`config.mk`:
```
export PLATFORM = sky130hd
export DESIGN_NAME = traffic_light_ctrl
export DESIGN_NICKNAME = d
export VERILOG_FILES = /design/src/rtl/traffic_pkg.sv /design/src/rtl/traffic_req_latch.sv /design/src/rtl/traffic_light_ctrl.sv
export SDC_FILE = /design/constraint.sdc
export NUM_CORES = 1
export LEC_CHECK = 0
export ABC_AREA = 1
export CORE_AREA = 2 2 40 42
export DETAILED_ROUTE_END_ITERATION = 6
export DIE_AREA = 0 0 42 44
export PLACE_DENSITY = 0.84
export SETUP_SLACK_MARGIN = 0.4
export SLEW_MARGIN = 20
export SYNTH_ARGS = -nofsm -noshare
export SYNTH_HDL_FRONTEND = slang
export SYNTH_SLANG_ARGS = --single-unit
```
`constraint.sdc`:
```
create_clock -name clk -period 1.9 [get_ports clk]
set_input_delay 0.285 -clock clk [delete_from_list [all_inputs] [get_ports clk]]
set_output_delay 0.285 -clock clk [all_outputs]
set_load 0.01 [all_outputs]
```
`src/rtl/traffic_pkg.sv`:
```
// Shared types and constants for the junction phase controller and its timer.
// Lamp codes are {red,yellow,green} one-hot.
package traffic_pkg;

  typedef enum logic [2:0] {
    NS_GREEN  = 3'd0,
    NS_YELLOW = 3'd1,
    ALL_RED_1 = 3'd2,
    EW_GREEN  = 3'd3,
    EW_YELLOW = 3'd4,
    ALL_RED_2 = 3'd5,
    PED_WALK  = 3'd6
  } state_t;

  localparam logic [2:0] LAMP_RED = 3'b100;
  localparam logic [2:0] LAMP_YEL = 3'b010;
  localparam logic [2:0] LAMP_GRN = 3'b001;

  localparam logic TSEL_LONG  = 1'b1;
  localparam logic TSEL_SHORT = 1'b0;

  localparam logic [3:0] MAX_COUNT_LONG  = 4'd10;
  localparam logic [3:0] MAX_COUNT_SHORT = 4'd3;

endpackage

```
`src/rtl/traffic_req_latch.sv`:
```
// Sticky request bit: set while enabled, cleared when the serving phase is entered.
// Clear outranks a simultaneous set because that phase serves the request.
module traffic_req_latch (
  input  logic clk,
  input  logic rst,
  input  logic set,
  input  logic clr,
  input  logic enable,
  output logic q
);

  logic q_r;

  // Request latch register with clear priority
  always_ff @(posedge clk) begin
    if (rst) begin
      q_r <= 1'b0;
    end else if (clr) begin
      q_r <= 1'b0;
    end else if (enable && set) begin
      q_r <= 1'b1;
    end else begin
      q_r <= q_r;
    end
  end

  assign q = q_r;

endmodule

```
`src/rtl/traffic_light_ctrl.sv`:
```
// Phase FSM for the NS/EW junction with pedestrian crossing, stepped by done_pulse.
// Lamp, walk and timer_select outputs are decoded from the next state and registered.
module traffic_light_ctrl
  import traffic_pkg::*;
#(
  parameter bit SENSOR_ENABLE = 1'b1,
  parameter bit PED_ENABLE    = 1'b1
) (
  input  logic       clk,
  input  logic       rst,
  input  logic       done_pulse,
  input  logic       ew_car,
  input  logic       ped_req,
  output logic       timer_select,
  output logic [2:0] ns_light,
  output logic [2:0] ew_light,
  output logic       ped_walk,
  output logic [2:0] state_dbg
);

  state_t     state_r, state_next_s;
  logic       ew_q_s, ped_q_s;
  logic       ew_clr_s, ped_clr_s;
  logic [2:0] ns_next_s, ew_next_s;
  logic       walk_next_s, tsel_next_s;
  logic [2:0] ns_r, ew_r;
  logic       walk_r, tsel_r;

  // Next-state selection; only a done_pulse edge advances the phase
  always_comb begin
    state_next_s = NS_GREEN;
    case (state_r)
      NS_GREEN: begin
        if (done_pulse && (!SENSOR_ENABLE || ew_q_s || ped_q_s)) state_next_s = NS_YELLOW;
        else                                                      state_next_s = NS_GREEN;
      end
      NS_YELLOW: state_next_s = done_pulse ? ALL_RED_1 : NS_YELLOW;
      ALL_RED_1: begin
        if (!done_pulse)                    state_next_s = ALL_RED_1;
        else if (ew_q_s || !SENSOR_ENABLE)  state_next_s = EW_GREEN;
        else                                state_next_s = PED_WALK;
      end
      EW_GREEN:  state_next_s = done_pulse ? EW_YELLOW : EW_GREEN;
      EW_YELLOW: state_next_s = done_pulse ? ALL_RED_2 : EW_YELLOW;
      ALL_RED_2: begin
        if (!done_pulse)   state_next_s = ALL_RED_2;
        else if (ped_q_s)  state_next_s = PED_WALK;
        else               state_next_s = NS_GREEN;
      end
      PED_WALK:  state_next_s = done_pulse ? NS_GREEN : PED_WALK;
      default:   state_next_s = NS_GREEN;
    endcase
  end

  // Output decode from the next state so lamps change with the state
  always_comb begin
    ns_next_s   = LAMP_GRN;
    ew_next_s   = LAMP_RED;
    walk_next_s = 1'b0;
    tsel_next_s = TSEL_LONG;
    case (state_next_s)
      NS_GREEN:  begin ns_next_s = LAMP_GRN; ew_next_s = LAMP_RED; walk_next_s = 1'b0; tsel_next_s = TSEL_LONG;  end
      NS_YELLOW: begin ns_next_s = LAMP_YEL; ew_next_s = LAMP_RED; walk_next_s = 1'b0; tsel_next_s = TSEL_SHORT; end
      ALL_RED_1: begin ns_next_s = LAMP_RED; ew_next_s = LAMP_RED; walk_next_s = 1'b0; tsel_next_s = TSEL_SHORT; end
      EW_GREEN:  begin ns_next_s = LAMP_RED; ew_next_s = LAMP_GRN; walk_next_s = 1'b0; tsel_next_s = TSEL_LONG;  end
      EW_YELLOW: begin ns_next_s = LAMP_RED; ew_next_s = LAMP_YEL; walk_next_s = 1'b0; tsel_next_s = TSEL_SHORT; end
      ALL_RED_2: begin ns_next_s = LAMP_RED; ew_next_s = LAMP_RED; walk_next_s = 1'b0; tsel_next_s = TSEL_SHORT; end
      PED_WALK:  begin ns_next_s = LAMP_RED; ew_next_s = LAMP_RED; walk_next_s = 1'b1; tsel_next_s = TSEL_LONG;  end
      default:   begin ns_next_s = LAMP_GRN; ew_next_s = LAMP_RED; walk_next_s = 1'b0; tsel_next_s = TSEL_LONG;  end
    endcase
  end

  // State and output registers
  always_ff @(posedge clk) begin
    if (rst) begin
      state_r <= NS_GREEN;
      ns_r    <= LAMP_GRN;
      ew_r    <= LAMP_RED;
      walk_r  <= 1'b0;
      tsel_r  <= TSEL_LONG;
    end else begin
      state_r <= state_next_s;
      ns_r    <= ns_next_s;
      ew_r    <= ew_next_s;
      walk_r  <= walk_next_s;
      tsel_r  <= tsel_next_s;
    end
  end

  // A latch clears on the edge that enters the phase serving it
  assign ew_clr_s  = (state_next_s == EW_GREEN) && (state_r != EW_GREEN);
  assign ped_clr_s = (state_next_s == PED_WALK) && (state_r != PED_WALK);

  traffic_req_latch u_ew_latch (
    .clk    (clk),
    .rst    (rst),
    .set    (ew_car),
    .clr    (ew_clr_s),
    .enable (1'b1),
    .q      (ew_q_s)
  );

  traffic_req_latch u_ped_latch (
    .clk    (clk),
    .rst    (rst),
    .set    (ped_req),
    .clr    (ped_clr_s),
    .enable (PED_ENABLE),
    .q      (ped_q_s)
  );

  assign timer_select = tsel_r;
  assign ns_light     = ns_r;
  assign ew_light     = ew_r;
  assign ped_walk     = walk_r;
  assign state_dbg    = state_r;

endmodule

```
### After elaboration in Yosys (flattened, before gate mapping)

Index checks and enable logic that the tools add are counted.

| cells by class | value |
|---|---|
| eq/ne operators | 14 |
| multiplexer cells | 14 |
| reductions and logical operators | 9 |

Operators with widths:

| kind | count |
|---|---|
| $pmux W3 S7 | 1 |
| $eq A3 B3 Y1 const B | 6 |
| $mux W3 | 6 |
| $eq A3 B2 Y1 const B | 4 |
| $pmux W3 S2 | 2 |
| $eq A3 B1 Y1 const B | 2 |
| $reduce_or A5 Y1 | 1 |
| $mux W1 | 4 |
| $reduce_or A2 Y1 | 2 |
| $reduce_or A4 Y1 | 1 |
| $logic_and A1 B1 Y1 | 3 |
| $logic_not A3 Y1 | 1 |
| $ne A3 B2 Y1 const B | 1 |
| $ne A3 B3 Y1 const B | 1 |
| $mux W2 | 1 |
| $logic_or A1 B1 Y1 | 1 |

| storage, ports and cells | value |
|---|---|
| flip-flop bits (word level) | 13 |
| word-level logic and storage cells | 44 |
| input bits | 5 |

### Logic depth before layout (Yosys ltp)

| logic depth | value |
|---|---|
| word-level depth | 7 |
| mapped depth | 9 |
| depth with buffers taken out | 9 |

### Modules after synthesis

From an unflattened synthesis, not the netlist that was laid out.

| second synthesis, totals | value |
|---|---|
| cells, all modules | 85 |
| area total of the unflattened synthesis | 655.6 um^2 |

Modules (own cells, without submodules):

| module | cells an instance | seq. area each (um^2) | times used | area each (um^2) |
|---|---|---|---|---|
| traffic_light_ctrl | 71 | 220.2 | 1 | 570.5 |
| traffic_req_latch | 7 | 20.0 | 2 | 42.5 |

### Worst setup path after synthesis

Ideal clock, no wire load.

| timing | value |
|---|---|
| path type | register to register |
| start point | reg state_r[0], in the netlist state_dbg[0] |
| end point | reg tsel_r, in the netlist timer_select |
| stages on the path, launching flop included | 10 |
| setup slack | 0.585 ns |
| clock period less this slack | 1.315 ns |
| setup time | 0.115 ns |
| arrival time | 1.200 ns |
| cells stage by stage | dfxtp_1 > inv_1 > nand2_2 > nor2_2 > nand2_1 > inv_1 > nor2_1 > nand3_1 > nand3_1 > nand2_1 |

| between the ends | value |
|---|---|
| word-level cells in the longest chain between the ends | 5 |

RTL lines:

| item | RTL line | source |
|---|---|---|
| start, declared | traffic_light_ctrl.sv:21 | `state_t state_r, state_next_s;` |
| start signal, assigned | traffic_light_ctrl.sv:82 | `state_r <= state_next_s;` |
| $eq A3 B3 Y1, or another cell as far along | traffic_light_ctrl.sv:32 | `case (state_r)` |
| $pmux W3 S7 (*) | traffic_light_ctrl.sv:32 |  |
| $eq A3 B3 Y1, or another cell as far along | traffic_light_ctrl.sv:61 | `case (state_next_s)` |
| $reduce_or A4 Y1 (no line) (*) | n/a |  |
| $mux W1 (*) | traffic_light_ctrl.sv:61 |  |
| end signal, assigned | traffic_light_ctrl.sv:86 | `tsel_r <= tsel_next_s;` |
| end, declared | traffic_light_ctrl.sv:27 | `logic walk_r, tsel_r;` |

Every way passes the cells marked *; elsewhere a longest branch is shown, timed or not.
A chain may end at the register's enable or synchronous reset.

### Worst setup path after layout

| timing | value |
|---|---|
| start point | reg ew_r[1], in the netlist ew_light[1] |
| end point | out ew_light[1] |

RTL lines:

| item | RTL line | source |
|---|---|---|
| start, declared | traffic_light_ctrl.sv:26 | `logic [2:0] ns_r, ew_r;` |
| start signal, assigned | traffic_light_ctrl.sv:84 | `ew_r <= ew_next_s;` |
| end, declared | traffic_light_ctrl.sv:16 | `output logic [2:0] ew_light,` |

No word-level cell between the ends.

==> flow_summary.json <==
{
  "run_status": "finished clean",
  "synth_common_cells": "20 x nand2_1, 13 x dfxtp_1, 12 x nand3_1",
  "cts_tree": "built",
  "area_growth_pct": 30.2,
  "synth_ff_type": "dfxtp_1",
  "final_area_sq_um": 841,
  "drtIter0Drc": 5,
  "hold-worst-slack_ps": 571,
  "yosysSeqAreaShare_pct": 40.3,
  "power_density_mw_per_mm2": 785,
  "startpoint_type": "flop",
  "grt_usage_pct": 16.6,
  "fp.dieW_um": 42,
  "cts.path.max_buffers": 2,
  "cp.arrival_ps": 1110,
  "clock_sinks": 13,
  "skew_ps": 1.25,
  "finalCritPeriodShare_pct": 73.6,
  "synth_area_sq_um": 646,
  "synth_area_per_cell_sq_um": 7.34,
  "rsz0062_at_grt": "false",
  "synthMostInstantiatedCell": "nand2_1",
  "post-route-drc-count": 0,
  "initial_utilization_pct": 45.5,
  "wl_per_cell_um": 10.3,
  "pin_count": 16,
  "dp_hpwl_mm": 1.04,
  "fmax_mhz": 715,
  "hold_violations": 0,
  "period_needed_ps": 1400,
  "gp_congestion": 0.843,
  "setup_violations": 0,
  "ys_types": 21,
  "critPathBufInv": 1,
  "clk_latency_ps": 270,
  "vias": 598,
  "first_pass_iters": 4,
  "synth_seq_cells": 13,
  "crit_family": "buffers and inverters",
  "die_area_sq_mm": 0.00185,
  "fp-row-count": 14,
  "yosys.area.top_type": "dfxtp_1",
  "maxCapViolCount": 0,
  "p_leak_nw": 0.439,
  "slew_viol_final": 0,
  "slowest_stage": "clkdlybuf4s50_1",
  "synth_edf_count": 0,
  "grt_max_degree": 11,
  "cts_buffers": 3,
  "synthArstFlopShare_pct": 0,
  "coreArea_sq_mm": 0.00142,
  "die_y_um": 44,
  "ant_nets": 0,
  "grt_pass1_vias": 574,
  "nNetsFinal": 112,
  "ir_drop_mv": 0.504,
  "grt_first_pass_wirelength_mm": 2.29,
  "endpoint_kind": "output pin",
  "portBuffers": 15,
  "worstMarginPinSlew_ps": 302,
  "slowest_delay_ps": 530,
  "critPathRequiredTime_ps": 1620,
  "r2r_slack_ps": 570,
  "synth_nets": 93,
  "yosys_warnings": 0,
  "drt_wl_total_mm": 1.26,
  "antenna_found_initial": 0,
  "path_clk_slew_ps": 70,
  "critPathMaxFanout": 1,
  "slew_headroom_pct": 79.8,
  "viasPerCell": 4.90,
  "drive_gt1_share_pct": 18.9,
  "ys_top_cells_by_area": "dfxtp_1 40%, nand2_1 12%, nand3_1 9.3%, inv_1 6.4%, nor2_1 5.8%",
  "syn_inst": 88,
  "crit_type": "flop to output pin",
  "synth.top_cell.area_share_pct": 40.3,
  "overflow": 0,
  "tns_ps": 0,
  "crit_chain": "clkdlybuf4s50_1",
  "cts_root_buf": "clkbuf_4",
  "post_dp_cell_area_sq_um": 808,
  "htreeDepth": 1,
  "hp-class": "flop to flop",
  "num_antenna_cells": 0
}
[through the flow]
step | setup slack (ps) | utilization [%] | total power [mW] | cells
3_5_place_dp | 39.5 | 57.0 | 0.509 | 118
4_1_cts | 355 | 58.7 | 0.671 | 122
5_1_grt | 425 | 59.3 | 0.710 | 122
6_report | 501 | 59.3 | 0.660 | 122
3_3_place_gp | 123 | 57.0 | 0.506 | 118
2_1_floorplan | 585 | - | 0.437 | 88
[report_power, final]
part | internal, mW | switching (mW)
sequential | 0.298 | 0.0149
combinational | 0.0835 | 0.102
clock | 0.0813 | 0.0797
total | 0.463 | 0.197
[final cells by class]
| class | instances | area (sq um) |
|---|---|---|
| fill | 140 | 578 |
| timing repair buffer | 15 | 149 |
| tap | 16 | 20.0 |
| sequential | 13 | 265 |
| inverter | 12 | 45.0 |
| clock buffer | 4 | 26.3 |
| multi-input combinational | 62 | 335 |
[placed cells by master (no fill, tap or decap), types with 2 or more instances in the layout]
cell type,n
inv_1,10
nand3_1,12
nor2_4,2
nor2_2,4
inv_2,2
clkdlybuf4s50_1,11
nor2_1,9
dfxtp_1,11
clkbuf_4,3
nand2_2,4
nand2_1,20
dlygate4sd2_1,3
[final timing paths]
check,start,depth (start not counted),endpoint
hold reg to reg,u_ew_latch.q$_SDFFE_PP0P_,2,u_ew_latch.q$_SDFFE_PP0P_
hold / removal,u_ew_latch.q$_SDFFE_PP0P_,2,u_ew_latch.q$_SDFFE_PP0P_
setup reg to reg,state_dbg[0]$_SDFF_PP0_,9,timer_select$_SDFF_PP1_
setup / recovery,ew_light[1]$_SDFF_PP0_,1,ew_light[1]
[what timing repair did]
action	4_1_cts	5_1_grt
resized for setup	5	4
pin swaps	0	0
endpoints found under the setup margin	6	4
buffers inserted	0	0
hold buffers	0	0
[flip-flops by register name (all words and copies together) (netlist names)]
name,flops
ns_light,3
ew_light,3
state_dbg,3
u_ped_latch.q,1
ped_walk,1
timer_select,1
u_ew_latch.q,1
[routing by layer]
layer  track usage, %  part of all wire (%)  up-vias
met1             18.9                    45      273
li1                 -                     -      315
met5                0                     0        -
met2             28.4                    51       10
met4             5.81                     0        0
met3             6.25                   4.1        0
[cell families after synthesis]
logic type	count (synthesis)	synth area share, %
AOI/OAI and AO/OA	6	7.56
buffers and inverters	13	8.14
and+or+nand+nor	56	44.0
DFF	13	40.3
Note: power is estimated with default switching activity, not from simulation.
